--- src/rtl/ifetch_queue.sv ---
`default_nettype none
// ============================================================================
// Module      : ifetch_queue
// Description : Instruction fetch queue between the program counter and the
//               instruction memory. Each slot tracks one fetch address from
//               request to retirement. A redirect (flush) empties the queue
//               and drains the responses still in flight.
// Revision    : 1.0 - initial release
// ============================================================================
module ifetch_queue #(
  parameter int DEPTH = 4
) (
  input  logic        clk,
  input  logic        rst,
  input  logic        pc_valid,
  input  logic [31:0] pc_addr,
  output logic        pc_ready,
  input  logic        flush,
  output logic        imem_req_valid,
  output logic [31:0] imem_req_addr,
  input  logic        imem_req_ready,
  input  logic        imem_resp_valid,
  input  logic [31:0] imem_resp_data,
  output logic        out_valid,
  output logic [31:0] out_inst,
  output logic [31:0] out_pc,
  input  logic        out_ready
);

  localparam int IDX_W = $clog2(DEPTH);
  // One extra pointer bit separates "full" from "empty" when indices match.
  localparam int PTR_W = IDX_W + 1;
  localparam logic [PTR_W-1:0] DEPTH_PTR = PTR_W'(DEPTH);
  localparam logic [PTR_W-1:0] PTR_ONE   = PTR_W'(1);

  typedef enum logic [0:0] {
    RUN   = 1'b0,
    DRAIN = 1'b1
  } state_t;

  state_t             state_q, state_d;
  logic [PTR_W-1:0]   alloc_q, alloc_d;
  logic [PTR_W-1:0]   fill_q, fill_d;
  logic [PTR_W-1:0]   retire_q, retire_d;
  logic [PTR_W-1:0]   drop_q, drop_d;
  logic [DEPTH-1:0]   filled_q, filled_d;
  logic [31:0]        pc_q   [DEPTH];
  logic [31:0]        inst_q [DEPTH];

  logic [IDX_W-1:0]   w_aidx, w_fidx, w_ridx;
  logic [PTR_W-1:0]   w_occ, w_outstanding, w_drop_base;
  logic               w_run, w_fill, w_retire;

  assign w_aidx        = alloc_q[IDX_W-1:0];
  assign w_fidx        = fill_q[IDX_W-1:0];
  assign w_ridx        = retire_q[IDX_W-1:0];
  assign w_occ         = alloc_q - retire_q;
  assign w_outstanding = alloc_q - fill_q;
  assign w_run         = (state_q == RUN);
  // In DRAIN the pointers are already zero, so the carried count is drop_q.
  assign w_drop_base   = w_run ? w_outstanding : drop_q;

  // Handshake outputs, slot updates and FSM next state.
  always_comb begin
    imem_req_valid = pc_valid & w_run & ~flush & (w_occ < DEPTH_PTR);
    imem_req_addr  = pc_addr;
    pc_ready       = imem_req_valid & imem_req_ready;
    out_valid      = filled_q[w_ridx] & (retire_q != alloc_q) & ~flush;
    out_inst       = out_valid ? inst_q[w_ridx] : 32'h0;
    out_pc         = out_valid ? pc_q[w_ridx] : 32'h0;
    // A response with nothing outstanding is a protocol violation and ignored.
    w_fill         = imem_resp_valid & w_run & ~flush & (fill_q != alloc_q);
    w_retire       = out_valid & out_ready;

    state_d  = state_q;
    alloc_d  = alloc_q;
    fill_d   = fill_q;
    retire_d = retire_q;
    drop_d   = drop_q;
    filled_d = filled_q;

    if (flush) begin
      alloc_d  = '0;
      fill_d   = '0;
      retire_d = '0;
      filled_d = '0;
      drop_d   = (imem_resp_valid && (w_drop_base != '0)) ? (w_drop_base - PTR_ONE) : w_drop_base;
      state_d  = (drop_d != '0) ? DRAIN : RUN;
    end else if (state_q == DRAIN) begin
      if (imem_resp_valid && (drop_q != '0)) begin
        drop_d = drop_q - PTR_ONE;
      end
      if (drop_d == '0) begin
        state_d = RUN;
      end
    end else begin
      if (w_retire) begin
        retire_d         = retire_q + PTR_ONE;
        filled_d[w_ridx] = 1'b0;
      end
      if (pc_ready) begin
        alloc_d          = alloc_q + PTR_ONE;
        filled_d[w_aidx] = 1'b0;
      end
      if (w_fill) begin
        fill_d           = fill_q + PTR_ONE;
        filled_d[w_fidx] = 1'b1;
      end
    end
  end

  // Control state register with synchronous active-low reset.
  always_ff @(posedge clk) begin
    if (!rst) begin
      state_q  <= RUN;
      alloc_q  <= '0;
      fill_q   <= '0;
      retire_q <= '0;
      drop_q   <= '0;
      filled_q <= '0;
    end else begin
      state_q  <= state_d;
      alloc_q  <= alloc_d;
      fill_q   <= fill_d;
      retire_q <= retire_d;
      drop_q   <= drop_d;
      filled_q <= filled_d;
    end
  end

  // Slot payload storage; validity is carried by filled_q, so no reset needed.
  always_ff @(posedge clk) begin
    if (pc_ready) begin
      pc_q[w_aidx] <= pc_addr;
    end
    if (w_fill) begin
      inst_q[w_fidx] <= imem_resp_data;
    end
  end

endmodule
`default_nettype wire

--- config.mk ---
export PLATFORM = sky130hd
export DESIGN_NAME = ifetch_queue
export DESIGN_NICKNAME = d
export VERILOG_FILES = /design/src/rtl/ifetch_queue.sv
export SDC_FILE = /design/constraint.sdc
export NUM_CORES = 1
export LEC_CHECK = 0
export CORE_MARGIN = 5
export CORE_UTILIZATION = 35
export DETAILED_ROUTE_END_ITERATION = 7
export SLEW_MARGIN = 10
export SYNTH_ARGS = -nofsm -noshare
export SYNTH_HDL_FRONTEND = slang
export SYNTH_SLANG_ARGS = --single-unit
--- constraint.sdc ---
create_clock -name clk -period 9.5 [get_ports clk]
set_clock_uncertainty 0.1 [all_clocks]
set_input_delay 0.95 -clock clk [delete_from_list [all_inputs] [get_ports clk]]
set_output_delay 0.95 -clock clk [all_outputs]
set_load 0.01 [all_outputs]
==> results of run 1 <==
[report_power, final]
group          switching (mW)  internal [mW]
sequential            0.00254           1.33
combinational          0.0360         0.0458
clock                   0.450          0.665
total                   0.488           2.04
[metrics by stage]
stage	cell area [sq um]	setup slack, ns	hold WS, ns	util (%)	std cells
finish	14100	4.92	0.407	44.5	1162
CTS	14100	4.86	0.405	44.5	1162
global placement	13100	4.88	0.390	41.5	1107
global route	14100	4.65	0.430	44.5	1162
floorplan	11300	6.25	0.367	-	591
detailed placement	13100	4.83	0.397	41.5	1107
[worst max-delay path, delay by kind of cell]
| family | cells | cell delay, ns |
|---|---|---|
| compound gates | 1 | 0.15 |
| simple gates | 1 | 0.25 |
| buf+inv | 4 | 2.12 |
[worst paths after layout]
check | to | start | slack (ns)
max | out_pc[7] | flush | 4.92
min | filled_q[1] | filled_q[1] | 0.41
max reg2reg | pc_q[0][7] | retire_q[1] | 6.27
min reg2reg | filled_q[1] | filled_q[1] | 0.41
[synthesized netlist by cell type, types with 3 or more instances]
library cell,n,area (sq um)
edfxtp_1,256,7690
and2_1,68,425
mux4_2,65,1460
buf_4,32,240
ha_1,20,250
dfxtp_1,19,380
clkbuf_1,18,67.6
nor2_1,16,60.1
inv_1,11,41.3
nand2_1,10,37.5
a21oi_1,9,45.0
nand3_1,8,40.0
xnor2_1,8,70.1
buf_2,6,30.0
mux2i_1,4,40.0
o22ai_1,4,25.0
and2_2,3,22.5
nand2b_1,3,18.8
nor2b_1,3,18.8
xor2_1,3,26.3
[state kept, by name, indices dropped and copies added (netlist names), named ones only]
| register | flops |
|---|---|
| inst_q | 128 |
| pc_q | 128 |
| state_q | 1 |
| drop_q | 3 |
| fill_q | 3 |
| filled_q | 4 |
| retire_q | 3 |
| alloc_q | 3 |
[layer usage]
layer,GRT usage (%),share of wire [%],vias to the layer above
li1,-,-,2567
met1,16.6,45,2877
met2,20.1,47,163
met3,3.04,6.0,33
met4,3.06,2.2,0
met5,0,0,-
[layout make-up]
cell class,count,area (sq um)
fillers,2765,17500
flip-flops and latches,275,8080
multi-input cells,248,2800
repair buffers,171,1710
clock buffers,40,830
well taps,402,503
clock inverters,15,130
inverters,11,41.3
[cells by family after synthesis]
logic type / Yosys count / synth area share (%)
flip-flops: 275 / 71.7
multiplexers: 70 / 13.5
AO/OA/AOI/OAI: 25 / 1.82
buffers and inverters: 68 / 3.47
adder cells (fa/ha/maj): 21 / 2.40
XOR/XNOR: 12 / 1.06
AND/OR/NAND/NOR: 120 / 6.11
==> results_dict.tcl, run 1 <==
set metrics [dict create \
    outcome "completed" \
    drv_slew 0 \
    ir_drop_v 0.000138 \
    io_buffers 169 \
    clk-insertion-delay-late_ns 0.54 \
    critPathMaxStageDelay_ns 0.75 \
    rsz0062_at_grt "false" \
    critPathMaxFanout 70 \
    boundaryPins 170 \
    die_width_microns 189 \
    routedWlPerCell_microns 19.1 \
    synth_warnings 0 \
    die_area_sq_um 35800 \
    required_ns 8.45 \
    grt_pass1_vias 5969 \
    syn_inst 591 \
    min_path_cells 2 \
    wirelength_mm 22.1 \
    grt_pass1_wl_mm 34.8 \
    cts_hold_buf 0 \
    ff2ff_path_depth 6 \
    mostFrequentLayoutCells "edfxtp_1, clkdlybuf4s50_1, mux4_2" \
    grt.overflow.total 0 \
    route.vias.total 5640 \
    setup_viol 0 \
    ys_ff_latch 275 \
    viasPerCell 4.85 \
    post_cts_buffers 0 \
    slowest_stage "inv_2" \
    tightestPinTransition_ns 1.04 \
    cts_tree "yes" \
    leakage_nw 4.49 \
    total_power_mw 2.53 \
    drive_above_1_share_pct 16.4 \
    htree_levels 1 \
    final_common_cell "edfxtp_1" \
    hold_path.class "flop to flop" \
    start_util_pct 35.6 \
    cts_buffer_depth 3 \
    ys.flop_type "edfxtp_1" \
    hold_viol 0 \
    synth-edff-count 256 \
    synth_nets 683 \
    setup-tns-final_ns 0 \
    relSlewSlack_pct 30.7 \
    grt_antenna_before_repair 0 \
    async_flop_share_pct 0 \
    fin_crit_ns 4.58 \
    clock_sinks 275 \
    fp.dieH_microns 189 \
    end_kind "output port" \
    place.gp.congestion 0.753 \
    nets 829 \
    fmax_ghz 0.219 \
    yosysSeqAreaShare_pct 71.7 \
    hpwl_mm 13.1 \
    drv_cap 0 \
    worstPathArrival_ns 3.53 \
    syn_to_final_growth_pct 25.2 \
    startpoint_type "primary input" \
    dr.pass1.iters 4 \
    critical_path_class "primary input to output port" \
    cts_root_buf "clkbuf_16" \
    ys_types 40 \
    power_per_cell_area_nw_per_um2 179 \
    grt_start_max_net_pins 71 \
    path_clk_slew_ns 0.06 \
    crit_chain "clkdlybuf4s50_1 > inv_1 > o211ai_1 > inv_2 > and2_1 > clkdlybuf4s50_1" \
    antenna_cells 0 \
    syn_area_per_cell_sq_um 19.0 \
    row_count 65 \
    coreArea_sq_um 31600 \
    drcViolationCount 0 \
    synth_area_sq_um 11300 \
    cts_resized 0 \
    first_iter_violations 256 \
    cp_common_cell "clkdlybuf4s50_1" \
    gr-usage-all-layers_pct 12.2 \
    fin_crit_sh_pct 48.2 \
    antenna_left 0 \
    cts_made_buffers 30 \
]
No activity file was read; power rests on OpenSTA's default activity.
==> run 2, diff against run 1 <==
- clock period: 9.5 -> 4.7 ns (I/O delays scaled with it)
==> run 2 against run 1 <==
Net effect: clock power rose by 110%; first-iteration DRC count up 16%; register-to-register slack worse by 4.8 ns; critical path depth is the same; total power up 110%; sequential power is 100% higher.
==> results_dict.tcl, run 2 (synthesis results as in run 1) <==
set metrics [dict create \
    fin_crit_ns 3.63 \
    grt_antenna_before_repair 0 \
    slowest_stage "clkdlybuf4s50_1" \
    cts_root_buf "clkbuf_16" \
    ir_drop_v 0.000264 \
    wirelength_mm 22.6 \
    setup.worst_path.end "pc_ready" \
    gr-usage-all-layers_pct 12.4 \
    grt_pass1_vias 6007 \
    startpoint_type "flop" \
    critPathMaxStageDelay_ns 0.63 \
    cp-startpoint "retire_q[1]" \
    fin_cells 1165 \
    route.vias.total 5617 \
    grt_start_max_net_pins 65 \
    required_ns 4.13 \
    regArea_sq_um 8080 \
    reg2reg_from "retire_q[1]" \
    rsz0062_at_grt "false" \
    cts_made_buffers 30 \
    crit_chain "inv_1 > ha_1 > nor2b_1 > or3_4 > a2111oi_4 > clkdlybuf4s50_1" \
    hold_path.class "flop to flop" \
    syn_to_final_growth_pct 26.0 \
    htree_levels 1 \
    cts_tree "yes" \
    final_common_cell "edfxtp_1" \
    end_kind "output port" \
    start_util_pct 35.6 \
    coreArea_sq_um 31600 \
    grt_pass1_wl_mm 35.1 \
    r2r_setup_slack_ns 1.43 \
    mostFrequentLayoutCells "edfxtp_1, clkdlybuf4s50_1, mux4_2" \
    place.gp.congestion 0.710 \
    routedWlPerCell_microns 19.4 \
    multi_input_area_sq_um 2800 \
    critPathMaxFanout 6 \
    tightestPinTransition_ns 1.03 \
    fillCellCount 2774 \
    grt.overflow.total 0 \
    setup_ws_ns 1.07 \
    relSlewSlack_pct 31.4 \
    worstPathArrival_ns 3.06 \
    dr.pass1.iters 4 \
    viasPerCell 4.82 \
    die_area_sq_um 35800 \
    fin_crit_sh_pct 77.2 \
    row_count 65 \
    setup_viol 0 \
    power_per_cell_area_nw_per_um2 368 \
    cts_hold_buf 0 \
    antenna_left 0 \
    hold_viol 0 \
    drive_above_1_share_pct 16.7 \
    clk-insertion-delay-late_ns 0.55 \
    setup-tns-final_ns 0 \
    timing.rr.end "pc_q[0][4]" \
    nets 831 \
    path_clk_slew_ns 0.06 \
    hpwl_mm 13.5 \
    critical_path_class "flop to output port" \
    place_inst 1109 \
    io_buffers 169 \
    post_cts_buffers 0 \
    ff2ff_path_depth 6 \
    drv_cap 0 \
    cts_buffer_depth 3 \
    post-place-ws_ns 1.18 \
    path_buf_inv 2 \
    cts_resized 0 \
    drv_slew 0 \
    drcViolationCount 0 \
    fmax_ghz 0.276 \
    clock_sinks 275 \
    boundaryPins 170 \
    first_iter_violations 297 \
    die_width_microns 189 \
    fp.dieH_microns 189 \
    cp_top_family "buffers and inverters" \
    outcome "completed" \
    cp_num_cells 6 \
    leakage_nw 4.52 \
    top_regs "inst_q: 128 flops, pc_q: 128 flops, filled_q: 4 flops" \
]
run 2: where the power goes:
group | total (mW) | switching (mW) | internal [mW] | leakage (nW)
registers | 2.69 | 0.00528 | 2.69 | 2.46
clock network | 2.37 | 0.930 | 1.44 | 0.484
logic | 0.165 | 0.0727 | 0.0925 | 1.57
total | 5.23 | 1.01 | 4.22 | 4.52
run 2: tightest hold or removal path: stages, from the launching register on:
cell and delay, ns:
dfxtp_1 0.32, nand3_1 0.07, o22ai_1 0.07
run 2: per-layer routing:
layer  up-vias  share of wire (%)  global-route usage [%]
met5         -                  0                       0
met1      2846                 45                    16.8
li1       2583                  -                       -
met2       159                 47                    20.6
met3        29                5.8                    2.99
met4         0                2.0                    2.75
run 2: layout make-up:
cell class | instances | area share, %
Antenna cell | 1 | 0.0176
Clock buffer | 32 | 5.35
Clock inverter | 23 | 1.80
Inverter | 11 | 0.291
Multi-Input combinational cell | 248 | 19.8
Sequential cell | 275 | 56.9
Tap cell | 402 | 3.55
Timing Repair Buffer | 173 | 12.3
run 2: worst min-delay path by stage:
stage | start | endpoint | cells after the start
2_1_floorplan | filled_q[2] | filled_q[2] | 2
3_5_place_dp | filled_q[1] | filled_q[1] | 2
4_1_cts | filled_q[1] | filled_q[1] | 2
6_report | filled_q[1] | filled_q[1] | 2
3_3_place_gp | filled_q[1] | filled_q[1] | 2
5_1_grt | filled_q[1] | filled_q[1] | 2
run 2: through the flow:
step	power (mW)	utilization, %	hold slack, ns	instance area (sq um)
floorplan	2.80	-	0.367	11300
global placement	2.91	41.6	0.383	13200
detailed placement	2.91	41.6	0.388	13200
CTS	5.29	44.8	0.401	14200
global route	5.41	44.8	0.407	14200
finish	5.23	44.8	0.402	14200
==> run 3, diff against run 2 <==
- clock period: 4.7 -> 3.55 ns (I/O delays scaled with it)
==> run 3 against run 2 <==
Net effect: setup slack got worse by 0.85 ns; largest cell class unchanged; clock-buffer cell count increased by 6; sequential power increased by 32%; largest power group unchanged; flip-flop and latch count unchanged; non-clock buffer count increased by 12; critical path depth unchanged; first-iteration DRC count decreased by 1.3%; final cell count increased by 0.77%; global-route usage decreased by 0.44 points; wire length decreased by 2.9%; die area unchanged.
==> results_dict.tcl, run 3 (synthesis results as in run 1) <==
set metrics [dict create \
    outcome "completed" \
    power_frac_comb_pct 3.4 \
    coreArea_sq_um 31600 \
    min_path_cells 1 \
    hold_viol 0 \
    place.gp.congestion 0.726 \
    total_power_mw 6.53 \
    holdWs_ns 0.358 \
    tightestPinTransition_ns 0.754 \
    fillCellCount 2762 \
    setup-tns-final_ns 0 \
    clock_sinks 275 \
    drv_cap 0 \
    setup_viol 0 \
    end_kind "output port" \
    drcViolationCount 0 \
    syn_to_final_growth_pct 26.5 \
    cts_hold_buf 0 \
    required_ns 3.09 \
    final_common_cell "edfxtp_1" \
    hp-start "imem_resp_data[31]" \
    cts_tree "yes" \
    antenna_left 0 \
    ff2ff_path_depth 8 \
    cp-startpoint "retire_q[1]" \
    relSlewSlack_pct 49.7 \
    power_per_cell_area_nw_per_um2 458 \
    cts_made_buffers 29 \
    slowest_stage "clkdlybuf4s50_1" \
    cp_top_family "compound AO/OA/AOI/OAI gates" \
    leakage_nw 4.55 \
    hold_path.class "primary input to flop" \
    reg2reg_from "retire_q[1]" \
    critical_path_class "flop to output port" \
    ir_drop_v 0.000305 \
    rsz0062_at_grt "false" \
    path_buf_inv 2 \
    viasPerCell 4.77 \
    start_util_pct 35.6 \
    gr-usage-all-layers_pct 12.0 \
    cts_root_buf "clkbuf_16" \
    critPathMaxFanout 5 \
    grt.overflow.total 0 \
    regArea_sq_um 8080 \
    die_width_microns 189 \
    clk-insertion-delay-late_ns 0.53 \
    route.vias.total 5603 \
    path_clk_slew_ns 0.06 \
    grt_start_max_net_pins 71 \
    multi_input_area_sq_um 2800 \
    top_regs "inst_q: 128 flops, pc_q: 128 flops, filled_q: 4 flops" \
    first_iter_violations 293 \
    boundaryPins 170 \
    fmax_ghz 0.300 \
    p_sw_mw 1.27 \
    die_area_sq_um 35800 \
    fin_crit_sh_pct 93.8 \
    drv_slew 0 \
    htree_levels 1 \
    row_count 65 \
    timing.rr.end "pc_q[1][3]" \
    io_buffers 169 \
    mostFrequentLayoutCells "edfxtp_1, clkdlybuf4s50_1, mux4_2" \
    dr.pass1.iters 4 \
    fp.dieH_microns 189 \
    clockPowerShare_pct 42.0 \
    crit_chain "inv_1 > ha_1 > nor2b_1 > o21ai_0 > a2111oi_4 > clkdlybuf4s50_1" \
    cts_buffer_depth 3 \
    fin_crit_ns 3.33 \
    grt_antenna_before_repair 0 \
    grt_pass1_wl_mm 33.9 \
    drive_above_1_share_pct 17.6 \
    p_sw_share_pct 19.4 \
    grt_pass1_vias 5867 \
    wirelength_mm 21.9 \
    p_int_mw 5.26 \
    hpwl_mm 13.9 \
    seq_power_share_pct 54.6 \
    min_to "inst_q[1][31]" \
    startpoint_type "flop" \
    critPathMaxStageDelay_ns 0.61 \
    r2r_setup_slack_ns 0.70 \
    routedWlPerCell_microns 18.7 \
    nets 842 \
    worstPathArrival_ns 2.87 \
]
## run 3: changes by cell type in the layout (fill, tap and decap cells not counted)
cell | before | now
clkbuf_16 | 30 | 29
buf_4 | 2 | 5
bufinv_16 | 5 | 1
clkbuf_1 | 2 | 9
inv_6 | 0 | 1
clkinv_8 | 1 | 0
clkinvlp_4 | 3 | 0
buf_12 | 2 | 11
clkinv_2 | 3 | 8
clkinv_1 | 9 | 2
## run 3: power by group through the flow
stage	clock, mW	combinational, mW	sequential [mW]
2_1_floorplan	0	0.0784	3.63
3_3_place_gp	0	0.223	3.63
3_5_place_dp	0	0.226	3.63
4_1_cts	2.82	0.227	3.56
5_1_grt	2.94	0.241	3.56
6_report	2.74	0.224	3.56
## run 3: how the worst max path moves through the flow
stage | end | cells past startpoint
after detailed placement | out_inst[1] | 7
after global placement | out_pc[1] | 7
after floorplan | filled_q[3] | 7
after CTS | pc_ready | 6
final | pc_ready | 6
after global routing | pc_ready | 6
## run 3: per-layer routing
metal  GRT usage, %  wire length (microns)  up-vias
met2           19.3                  10100      153
li1               -                      -     2599
met1           16.6                  10000     2817
met4           2.70                    491        0
met5              0                      0        -
met3           2.88                   1350       34
## run 3: final cells by class
cell class                      instances  share of cell area (%)
Sequential cell                       275                    56.7
Multi-Input combinational cell        248                    19.7
Timing Repair Buffer                  185                    13.7
Clock buffer                           38                    5.33
Tap cell                              402                    3.53
Clock inverter                         14                   0.729
Inverter                               11                   0.290
Antenna cell                            1                  0.0176
## run 3: what timing repair did
item,4_1_cts,5_1_grt
setup endpoints to repair,0,1
resized for setup,0,0
buffers inserted,0,2
## run 3: through the flow
step	utilization, %	cell area [sq um]	instances	worst slack (ns)
after floorplan	-	11300	591	0.305
after global placement	42.2	13400	1119	0.630
after detailed placement	42.2	13400	1119	0.590
after CTS	44.9	14200	1171	0.0472
after global routing	45.0	14200	1173	0.0108
final	45.0	14200	1174	0.222
